===== src/rtl/camera_pkg.sv =====
// camera_pkg: shared types and constants for the DVP capture front end.
package camera_pkg;

    // Capture FSM states
    typedef enum logic [1:0] {
        ST_IDLE     = 2'd0,
        ST_WAIT_SOF = 2'd1,
        ST_ACTIVE   = 2'd2,
        ST_DROP     = 2'd3
    } cap_state_e;

    localparam int BUF_IDX_W   = 3;
    localparam int DEF_H_BYTES = 2560;
    localparam int DEF_V_LINES = 720;

    // Camera bytes per packed DDR word
    function automatic int bpw(input int data_w, input int pix_w);
        return data_w / pix_w;
    endfunction

endpackage


===== src/rtl/camera_byte_packer.sv =====
// camera_byte_packer: shifts camera bytes into DDR words (first byte in MSBs),
// flushes a partial word zero-padded in the LSBs, and registers the word strobe.
module camera_byte_packer
    import camera_pkg::*;
#(
    parameter int PIX_W  = 8,
    parameter int DATA_W = 64
) (
    input  logic              clk_i,
    input  logic              rst_n_i,
    input  logic              clear_i,
    input  logic              byte_vld_i,
    input  logic              flush_i,
    input  logic [PIX_W-1:0]  byte_i,
    output logic              wr_en_o,
    output logic [DATA_W-1:0] wr_data_o
);

    localparam int BPW   = bpw(DATA_W, PIX_W);
    localparam int CNT_W = $clog2(BPW + 1);

    logic [CNT_W-1:0]  cnt_q, cnt_d;
    logic [DATA_W-1:0] acc_q, acc_d;
    logic [DATA_W-1:0] data_q, data_d;
    logic              en_q, en_d;

    // Accumulate bytes; emit a word on the last byte or on a flush of a partial word
    always_comb begin
        cnt_d  = cnt_q;
        acc_d  = acc_q;
        data_d = data_q;
        en_d   = 1'b0;
        if (clear_i) begin
            cnt_d = '0;
            acc_d = '0;
        end else if (byte_vld_i) begin
            acc_d = {acc_q[DATA_W-PIX_W-1:0], byte_i};
            if (cnt_q == CNT_W'(BPW - 1)) begin
                en_d   = 1'b1;
                data_d = acc_d;
                cnt_d  = '0;
                acc_d  = '0;
            end else begin
                cnt_d = cnt_q + CNT_W'(1);
            end
        end else if (flush_i && (cnt_q != '0)) begin
            en_d   = 1'b1;
            data_d = acc_q << (PIX_W * (BPW - int'(cnt_q)));
            cnt_d  = '0;
            acc_d  = '0;
        end
    end

    // Packer state and registered word output
    always_ff @(posedge clk_i or negedge rst_n_i) begin
        if (!rst_n_i) begin
            cnt_q  <= '0;
            acc_q  <= '0;
            data_q <= '0;
            en_q   <= 1'b0;
        end else begin
            cnt_q  <= cnt_d;
            acc_q  <= acc_d;
            data_q <= data_d;
            en_q   <= en_d;
        end
    end

    assign wr_en_o   = en_q;
    assign wr_data_o = data_q;

endmodule


===== src/rtl/camera_frame_packer.sv =====
// camera_frame_packer: DVP capture front end with frame-buffer rotation.
// Optional build macro CAPTURE_GEOM_CHECK_EN adds geom_err line/frame geometry checking.
//
// state       | meaning
// ST_IDLE     | sensor not configured, nothing captured
// ST_WAIT_SOF | waiting for vsync falling edge
// ST_ACTIVE   | capturing into wr_buf
// ST_DROP     | no free buffer, frame discarded
module camera_frame_packer
    import camera_pkg::*;
#(
    parameter int PIX_W   = 8,
    parameter int DATA_W  = 64,
    parameter int H_BYTES = DEF_H_BYTES,
    parameter int V_LINES = DEF_V_LINES,
    parameter int NUM_BUF = 3,
    parameter int ADDR_W  = 18
) (
    input  logic                 camera_pclk,
    input  logic                 rst_n,
    input  logic                 reg_conf_done,
    input  logic                 camera_vsync,
    input  logic                 camera_href,
    input  logic [PIX_W-1:0]     camera_data,
    input  logic                 rd_done,
    input  logic [BUF_IDX_W-1:0] rd_buf,
    output logic                 wr_en,
    output logic [DATA_W-1:0]    wr_data,
    output logic [ADDR_W-1:0]    wr_addr,
    output logic [BUF_IDX_W-1:0] wr_buf,
    output logic                 frame_start,
    output logic                 frame_done,
    output logic [BUF_IDX_W-1:0] done_buf,
    output logic [11:0]          h_count,
    output logic [10:0]          v_count,
    output logic [7:0]           drop_cnt
`ifdef CAPTURE_GEOM_CHECK_EN
    ,
    output logic [1:0]           geom_err
`endif
);

    cap_state_e           state_q, state_d;
    logic                 vs_s1_q, vs_s2_q, vs_s3_q, href_q;
    logic [NUM_BUF-1:0]   busy_q, busy_d, busy_rel;
    logic [BUF_IDX_W-1:0] wr_buf_q, wr_buf_d, done_buf_q, done_buf_d, sel_idx;
    logic                 done_valid_q, done_valid_d, sel_found, rd_ok;
    logic                 fs_q, fs_d, fd_q, fd_d;
    logic [7:0]           drop_q, drop_d;
    logic [ADDR_W-1:0]    addr_q, addr_d;
    logic [11:0]          h_q, h_d;
    logic [10:0]          v_q, v_d;
    logic                 sof, eof, href_fall, active, frame_bad;

    assign sof       = vs_s3_q & ~vs_s2_q;
    assign eof       = ~vs_s3_q & vs_s2_q;
    assign href_fall = href_q & ~camera_href;
    assign active    = (state_q == ST_ACTIVE);

    camera_byte_packer #(.PIX_W(PIX_W), .DATA_W(DATA_W)) u_packer (
        .clk_i      (camera_pclk),
        .rst_n_i    (rst_n),
        .clear_i    (~reg_conf_done | ~active),
        .byte_vld_i (active & camera_href),
        .flush_i    (active & (href_fall | eof)),
        .byte_i     (camera_data),
        .wr_en_o    (wr_en),
        .wr_data_o  (wr_data)
    );

    // Apply reader release, then pick the lowest free buffer other than the last completed one
    always_comb begin
        rd_ok = rd_done && (int'(rd_buf) < NUM_BUF) && !(active && (rd_buf == wr_buf_q));
        busy_rel = busy_q;
        for (int i = 0; i < NUM_BUF; i++)
            if (rd_ok && (rd_buf == BUF_IDX_W'(i))) busy_rel[i] = 1'b0;
        sel_found = 1'b0;
        sel_idx   = '0;
        for (int i = NUM_BUF - 1; i >= 0; i--)
            if (!busy_rel[i] && !(done_valid_q && (done_buf_q == BUF_IDX_W'(i)))) begin
                sel_found = 1'b1;
                sel_idx   = BUF_IDX_W'(i);
            end
    end

    // Capture FSM next state, buffer bookkeeping and frame pulses
    always_comb begin
        state_d      = state_q;
        busy_d       = busy_rel;
        wr_buf_d     = wr_buf_q;
        done_buf_d   = done_buf_q;
        done_valid_d = done_valid_q;
        drop_d       = drop_q;
        fs_d         = 1'b0;
        fd_d         = 1'b0;
        if (!reg_conf_done) begin
            state_d = ST_IDLE;
            // An abandoned frame's buffer goes back to the pool so it cannot leak
            if (active)
                for (int i = 0; i < NUM_BUF; i++)
                    if (wr_buf_q == BUF_IDX_W'(i)) busy_d[i] = 1'b0;
        end else begin
            case (state_q)
                ST_IDLE: state_d = ST_WAIT_SOF;
                ST_WAIT_SOF: begin
                    if (sof) begin
                        fs_d = 1'b1;
                        if (sel_found) begin
                            state_d  = ST_ACTIVE;
                            wr_buf_d = sel_idx;
                            for (int i = 0; i < NUM_BUF; i++)
                                if (sel_idx == BUF_IDX_W'(i)) busy_d[i] = 1'b1;
                        end else begin
                            state_d = ST_DROP;
                            if (drop_q != 8'hFF) drop_d = drop_q + 8'd1;
                        end
                    end
                end
                ST_ACTIVE: begin
                    if (eof) begin
                        state_d = ST_WAIT_SOF;
                        if (frame_bad) begin
                            for (int i = 0; i < NUM_BUF; i++)
                                if (wr_buf_q == BUF_IDX_W'(i)) busy_d[i] = 1'b0;
                        end else begin
                            fd_d         = 1'b1;
                            done_buf_d   = wr_buf_q;
                            done_valid_d = 1'b1;
                        end
                    end
                end
                ST_DROP: if (eof) state_d = ST_WAIT_SOF;
                default: state_d = ST_IDLE;
            endcase
        end
    end

    // Word address, line byte count and line count
    always_comb begin
        addr_d = addr_q;
        if (reg_conf_done && (state_q == ST_WAIT_SOF) && sof) addr_d = '0;
        else if (wr_en) addr_d = addr_q + ADDR_W'(1);
        h_d = camera_href ? h_q + 12'd1 : 12'd0;
        v_d = v_q;
        if (sof) v_d = '0;
        else if (href_fall && (v_q != 11'h7FF)) v_d = v_q + 11'd1;
    end

    // State, sync chain and counter registers
    always_ff @(posedge camera_pclk or negedge rst_n) begin
        if (!rst_n) begin
            state_q      <= ST_IDLE;
            vs_s1_q      <= 1'b0;
            vs_s2_q      <= 1'b0;
            vs_s3_q      <= 1'b0;
            href_q       <= 1'b0;
            busy_q       <= '0;
            wr_buf_q     <= '0;
            done_buf_q   <= '0;
            done_valid_q <= 1'b0;
            drop_q       <= '0;
            fs_q         <= 1'b0;
            fd_q         <= 1'b0;
            addr_q       <= '0;
            h_q          <= '0;
            v_q          <= '0;
        end else begin
            state_q      <= state_d;
            vs_s1_q      <= camera_vsync;
            vs_s2_q      <= vs_s1_q;
            vs_s3_q      <= vs_s2_q;
            href_q       <= camera_href;
            busy_q       <= busy_d;
            wr_buf_q     <= wr_buf_d;
            done_buf_q   <= done_buf_d;
            done_valid_q <= done_valid_d;
            drop_q       <= drop_d;
            fs_q         <= fs_d;
            fd_q         <= fd_d;
            addr_q       <= addr_d;
            h_q          <= h_d;
            v_q          <= v_d;
        end
    end

`ifdef CAPTURE_GEOM_CHECK_EN
    logic [1:0] geom_q, geom_d;
    assign frame_bad = (v_q != 11'(V_LINES));

    // Sticky geometry flags, cleared at each start of frame
    always_comb begin
        geom_d = geom_q;
        if (sof) geom_d = '0;
        else begin
            if (active && href_fall && (h_q != 12'(H_BYTES))) geom_d[0] = 1'b1;
            if (active && eof && reg_conf_done && frame_bad) geom_d[1] = 1'b1;
        end
    end

    // Geometry flag register
    always_ff @(posedge camera_pclk or negedge rst_n) begin
        if (!rst_n) geom_q <= '0;
        else        geom_q <= geom_d;
    end

    assign geom_err = geom_q;
`else
    logic [31:0] unused_geom;
    assign unused_geom = H_BYTES ^ V_LINES;
    assign frame_bad   = 1'b0;
`endif

    assign wr_addr     = addr_q;
    assign wr_buf      = wr_buf_q;
    assign frame_start = fs_q;
    assign frame_done  = fd_q;
    assign done_buf    = done_buf_q;
    assign h_count     = h_q;
    assign v_count     = v_q;
    assign drop_cnt    = drop_q;

endmodule


===== config.mk =====
export PLATFORM = sky130hd
export DESIGN_NAME = camera_frame_packer
export DESIGN_NICKNAME = d
export VERILOG_FILES = /design/src/rtl/camera_pkg.sv /design/src/rtl/camera_byte_packer.sv /design/src/rtl/camera_frame_packer.sv
export SDC_FILE = /design/constraint.sdc
export NUM_CORES = 1
export LEC_CHECK = 0
export BUFFER_PORTS_ARGS = -buffer_cell sky130_fd_sc_hd__buf_2
export CORE_MARGIN = 1
export CORE_UTILIZATION = 50
export CTS_CLUSTER_SIZE = 24
export DETAILED_ROUTE_END_ITERATION = 7
export GPL_TIMING_DRIVEN = 0
export HOLD_SLACK_MARGIN = 0.02
export PLACE_DENSITY = 0.73
export SLEW_MARGIN = 20
export SYNTH_ARGS = -nofsm -noshare
export SYNTH_HDL_FRONTEND = slang
export SYNTH_SLANG_ARGS = --single-unit

===== constraint.sdc =====
create_clock -name camera_pclk -period 2.9 [get_ports camera_pclk]
set_input_delay 0.435 -clock camera_pclk [delete_from_list [all_inputs] [get_ports camera_pclk]]
set_output_delay 0.435 -clock camera_pclk [all_outputs]
set_load 0.03 [all_outputs]

# Word-level counts from Yosys, hierarchy flattened
# Cells that the tools add are included.
# W data, S select, Z words.
dict set report classes {
  shift 1
  reduce_logical 39
  mux 51
  eq_ne 18
  magnitude_cmp 1
  n_addsub 6
  bitwise_logic 14
}
# cell n
set op_table {}
lappend op_table {{$mux W64} 7}
lappend op_table {{$shl A64 B32 Y64} 1}
lappend op_table {{$mux W18} 2}
lappend op_table {{$mux W1} 23}
lappend op_table {{$mux W11} 2}
lappend op_table {{$add A18 B1 Y18 const B} 1}
lappend op_table {{$logic_and A1 B1 Y1} 16}
lappend op_table {{$mux W4} 4}
lappend op_table {{$mux W3} 5}
lappend op_table {{$add A12 B1 Y12 const B} 1}
lappend op_table {{$eq A3 B1 Y1 const B} 4}
lappend op_table {{$eq A3 B2 Y1 const B} 4}
lappend op_table {{$logic_not A3 Y1} 4}
lappend op_table {{$mux W12} 1}
lappend op_table {{$mux W2} 6}
lappend op_table {{$add A11 B1 Y11 const B} 1}
lappend op_table {{$ne A11 B11 Y1 const B} 1}
lappend op_table {{$add A8 B1 Y8 const B} 1}
lappend op_table {{$ne A8 B8 Y1 const B} 1}
lappend op_table {{$logic_not A1 Y1} 7}
lappend op_table {{$not A1 Y1} 7}
lappend op_table {{$pmux W2 S3} 1}
lappend op_table {{$reduce_and A3 Y1} 2}
lappend op_table {{$reduce_bool A2 Y1} 3}
lappend op_table {{other kinds (19)} 25}
dict set report totals {
  word_cells 149
  ff_bits 200
  inputBits 17
}

# Longest topological paths before layout
dict set report logic_depth {
  ltp_word 17
  mapped_depth 14
}

# Hierarchy
# A second synthesis with hierarchy kept.
dict set report unflattened {
  hier_cells 1082
  area_unflattened_um2 10864.2
}
# module cells_each instances area_each_um2 seq_area_each_um2
set by_module_without_submodules {}
lappend by_module_without_submodules {camera_byte_packer 788 1 7657.3 3328.2}
lappend by_module_without_submodules {camera_frame_packer 294 1 3206.8 1626.6}

# Worst setup path after synthesis
# No wires, ideal clock.
dict set report synth_timing {
  path_kind {reg-to-reg}
  start {reg u_packer.cnt_q[0]}
  end {reg u_packer.data_q[46] (netlist: u_packer.wr_data_o[46])}
  path_stages_with_launch 13
  synth_period_minus_slack_ns 2.965
  path_buffers 6
  t_arrival_ns 2.834
  path_slack_ns -0.065
  cell_sequence {dfrtp_1 buf_2 buf_4 buf_4 buf_1 inv_1 ha_1 buf_2 inv_1 clkbuf_1 mux2_2 a222oi_1 a21oi_1}
}
dict set report synth_via {
  elab_chain_cells 4
}
# item line
set synth_rtl {}
lappend synth_rtl {{start, declared} camera_byte_packer.sv:22} ;# logic [CNT_W-1:0] cnt_q, cnt_d;
lappend synth_rtl {{start signal, assigned} camera_byte_packer.sv:62} ;# cnt_q <= cnt_d;
lappend synth_rtl {{$sub A4 B4 Y5 or $reduce_bool A4 Y1 (tied branches)} {camera_byte_packer.sv:48, camera_byte_packer.sv:46}}
lappend synth_rtl {{$shl A64 B32 Y64 or $logic_and A1 B1 Y1 (tied branches)} {camera_byte_packer.sv:48, camera_byte_packer.sv:46}}
lappend synth_rtl {{$mux W64 or $reduce_bool A2 Y1 (tied branches)} n/a}
lappend synth_rtl {{$mux W64 or $reduce_and A3 Y1 (tied branches)} n/a}
lappend synth_rtl {{end signal, assigned} camera_byte_packer.sv:64} ;# data_q <= data_d;
lappend synth_rtl {{end, declared} camera_byte_packer.sv:24} ;# logic [DATA_W-1:0] data_q, data_d;
# Several ways; a longest one is shown, not always the timed one. The select of a mux whose other input is x is not followed.
# A chain may end at the register's enable or synchronous reset.

# Final worst setup path
dict set report layout_timing {
  start {reg u_packer.cnt_q[0]}
  end {reg u_packer.data_q[63] (netlist: u_packer.wr_data_o[63])}
}
# Same word-level chain as after synthesis.

==> flow_metrics.env <==
export IMPL_dieWidth_um=146
export IMPL_die_y_um=146
export IMPL_cts_clk_slew_worst_paths_ns=0.08
export IMPL_busiest_layer="met2"
export IMPL_use_met1_pct=43.5
export IMPL_viasPerCell=6.22
export IMPL_use_met3_pct=6.53
export IMPL_path_max_fanout=10
export IMPL_startpoint="u_packer.cnt_q[0]"
export IMPL_firstDrtPassIters=6
export IMPL_end_kind="register"
export IMPL_synth_top_area_cell="dfrtp_1"
export IMPL_status="complete, no violations"
export IMPL_power_frac_seq_pct=50.1
export IMPL_pwr_share_clk_pct=40.9
export IMPL_cp_start_kind="register"
export IMPL_fin_nets=1170
export IMPL_detail_route_antenna_nets=0
export IMPL_drtIter0Drc=920
export IMPL_synth_area_leaders="dfrtp_1 48%, a22o_1 5.5%, mux2i_1 4.1%"
export IMPL_worst_slack_ns=0.102
export IMPL_clock_path_buffers=2
export IMPL_swShare_pct=27.1
export IMPL_num_io_pins=139
export IMPL_htreeDepth=4
export IMPL_wl_per_cell_um=22.1
export IMPL_syn_inst=988
export IMPL_gp_congestion=1.00
export IMPL_preCtsSetupSlack_ns=-0.621
export IMPL_drc=0
export IMPL_synth_distinct_cells=75
export IMPL_worstSetupPathType="register to register"
export IMPL_finalSetupViolations=0
export IMPL_root_buffer="clkbuf_16"
export IMPL_min_delay_start="camera_vsync"
export IMPL_worst_slew_pin_slew_ns=0.632
export IMPL_maxSlewViolCount=0
export IMPL_grt_use_total_pct=30.3
export IMPL_hpwl_mm=22.7
export IMPL_cp_arrival_ns=3.18
export IMPL_rrSetupSlack_ns=0.10
export IMPL_core_area_um2=20300
export IMPL_r2r_start="u_packer.cnt_q[0]"
export IMPL_power_switching_mw=1.59
export IMPL_yosysWarnings=0
export IMPL_cap_violations=0
export IMPL_synth_flop_cell="dfrtp_1"
export IMPL_slew_headroom_pct=57.5
export IMPL_routed_wl_mm=31.5
export IMPL_intPower_mw=4.27
export IMPL_syn_avg_cell_area_um2=10.5
export IMPL_placed_cells=1397
export IMPL_p_total_mw=5.87
export IMPL_post_route_period_util_pct=96.5
export IMPL_io_buffers=136
export IMPL_synth_top_area_share_pct=47.7
export IMPL_worstPathRequired_ns=3.28
export IMPL_period_needed_ns=2.80
export IMPL_drive_above_1_share_pct=25.7
export IMPL_synth_edff_count=0
export IMPL_synth_seq_cells=198
export IMPL_n_antenna_cell=0
export IMPL_power_density_nw_per_um2=481
export IMPL_max_freq_mhz=357
export IMPL_grt_pass1_wl_mm=49.4
export IMPL_finClkSkew_ns=0.0149
export IMPL_syn_area_um2=10400
export IMPL_final_util_pct=60.1
export IMPL_finalNonFillerCells=1430
export IMPL_cts_buffers=17
export IMPL_met2_usage_pct=44.6
export IMPL_hold_viol=0
export IMPL_antenna_found_initial=0
export IMPL_p_leak_nw=5.54
export IMPL_cts_tree="yes"
export IMPL_yosysSeqAreaShare_pct=47.7
export IMPL_pwr_share_comb_pct=9.1
export IMPL_synth_async_reset_ratio_pct=100
export IMPL_die_area_um2=21400
export IMPL_grt_max_degree=92
export IMPL_clk_latency_ns=0.45
export IMPL_rows=52
export IMPL_grt_pass1_vias=8420
export IMPL_start_util_pct=51.2
export IMPL_fillCellCount=1767
export IMPL_hp_class="input port to register"
export IMPL_via_count=8893
export IMPL_grt_overflow=0
export IMPL_syn_to_final_growth_pct=17.5
export IMPL_cts_sinks=198
export IMPL_ir_drop_v=0.000382
-- cells in the final DEF, fill, tap and decap left out, types with 7 or more instances in the layout --
cell type,n
o2bb2ai_1,7
xor2_1,24
and3_1,7
o221a_2,9
a211oi_1,16
nor2b_1,7
o21a_1,9
clkbuf_1,23
buf_6,7
a22oi_1,16
o211ai_1,10
o21ai_0,18
nand2_1,77
buf_2,157
o22ai_1,7
mux2i_1,40
dfrtp_1,198
nor2_1,113
buf_4,19
nand4_1,8
nand3_1,21
xnor2_1,17
clkbuf_16,17
mux2_2,10
inv_1,14
a2bb2oi_1,12
a31oi_1,31
a22o_1,65
a21oi_1,57
mux4_2,18
-- timing repair --
action | 4_1_cts | 5_1_grt
pin swaps | 4 | 6
endpoints found under the hold margin | 21 | 0
gates resized for setup | 19 | 26
setup buffers | 2 | 1
hold buffers | 1 | 0
endpoints found under the setup margin | 132 | 83
-- per-layer routing --
| metal | part of all wire (%) | vias up |
|---|---|---|
| met2 | 44 | 483 |
| li1 | - | 3973 |
| met5 | 0 | - |
| met4 | 3.8 | 0 |
| met1 | 44 | 4350 |
| met3 | 9.1 | 87 |
-- final timing paths --
| kind | end | cells after the start |
|---|---|---|
| min | vs_s1_q | 1 |
| max | u_packer.wr_data_o[63] | 12 |
| max in group asynchronous | u_packer.acc_q[10] | 4 |
| min in group asynchronous | wr_addr[10] | 2 |
| min reg2reg | vs_s2_q | 0 |
| max reg2reg | u_packer.wr_data_o[63] | 12 |
-- power by group through the flow --
stage / Combinational, mW / Clock [mW] / Sequential (mW)
final: 0.533 / 2.40 / 2.94
after CTS: 0.538 / 2.44 / 2.94
after global routing: 0.585 / 2.53 / 2.95
after detailed placement: 0.535 / 0 / 2.99
after floorplan: 0.221 / 0 / 3.10
after global placement: 0.519 / 0 / 2.98
-- state kept, by name, indices dropped and copies added, names as in the netlist --
register / count
frame_done: 1
href_q: 1
done_buf: 2
u_packer.wr_en_o: 1
wr_buf: 2
busy_q: 3
u_packer.wr_data_o: 64
vs_s1_q: 1
v_count: 11
h_count: 12
drop_cnt: 8
state_q: 2
wr_addr: 18
done_valid_q: 1
u_packer.acc_q: 64
frame_start: 1
vs_s3_q: 1
u_packer.cnt_q: 4
vs_s2_q: 1
-- synthesized netlist by cell type, drive strengths merged (11+ instances only) --
cell type / instances
nor2: 113
a211oi: 16
mux4: 18
clkbuf: 33
dfrtp: 198
nand2: 77
mux2i: 43
a22o: 65
inv: 15
nand3: 21
a31oi: 32
buf: 47
xor2: 24
a2bb2oi: 12
nor3: 11
o21ai: 21
xnor2: 17
mux2: 12
a22oi: 16
a21oi: 57
-- cells by family after synthesis --
logic type               count (synthesis)  share of synthesized area [%]
AND/OR/NAND/NOR                        289                           14.0
AO/OA/AOI/OAI                          285                           20.1
flip-flops                             198                           47.7
buffers and inverters                   95                           4.52
multiplexers                            73                           9.42
XOR/XNOR                                41                           3.46
adder cells (fa/ha/maj)                  6                          0.723
other                                    1                         0.0361
-- worst max-delay path, cell delays in order, from the launching register on --
cell,delay [ns]
dfrtp_1,0.38
buf_4,0.17
buf_12,0.12
buf_4,0.17
inv_1,0.09
ha_1,0.14
buf_2,0.20
nand2b_4,0.10
buf_2,0.20
a21oi_1,0.48
mux2i_2,0.22
o22ai_1,0.30
o22a_1,0.17
-- metrics by stage --
step	hold slack [ns]	TNS, ns	area (um^2)
finish	0.0981	0	12200
global route	0.0902	-0.00670	12200
CTS	0.0929	0	12200
detailed placement	0.279	-37.27	11500
global placement	0.337	-421.26	11400
floorplan	0.139	0	10400
-- cell type report --
type                       instances  area [um^2]  share of cell area, %
multi-input combinational        696         5030                   41.2
sequential                       198         4950                   40.6
timing repair buffer             142          778                   6.37
buffer                            77          460                   3.77
clock buffer                      19          453                   3.71
tap                              270          338                   2.77
clock inverter                    13          138                   1.13
inverter                          15         56.3                  0.461
No activity file was read; power rests on OpenSTA's default activity.
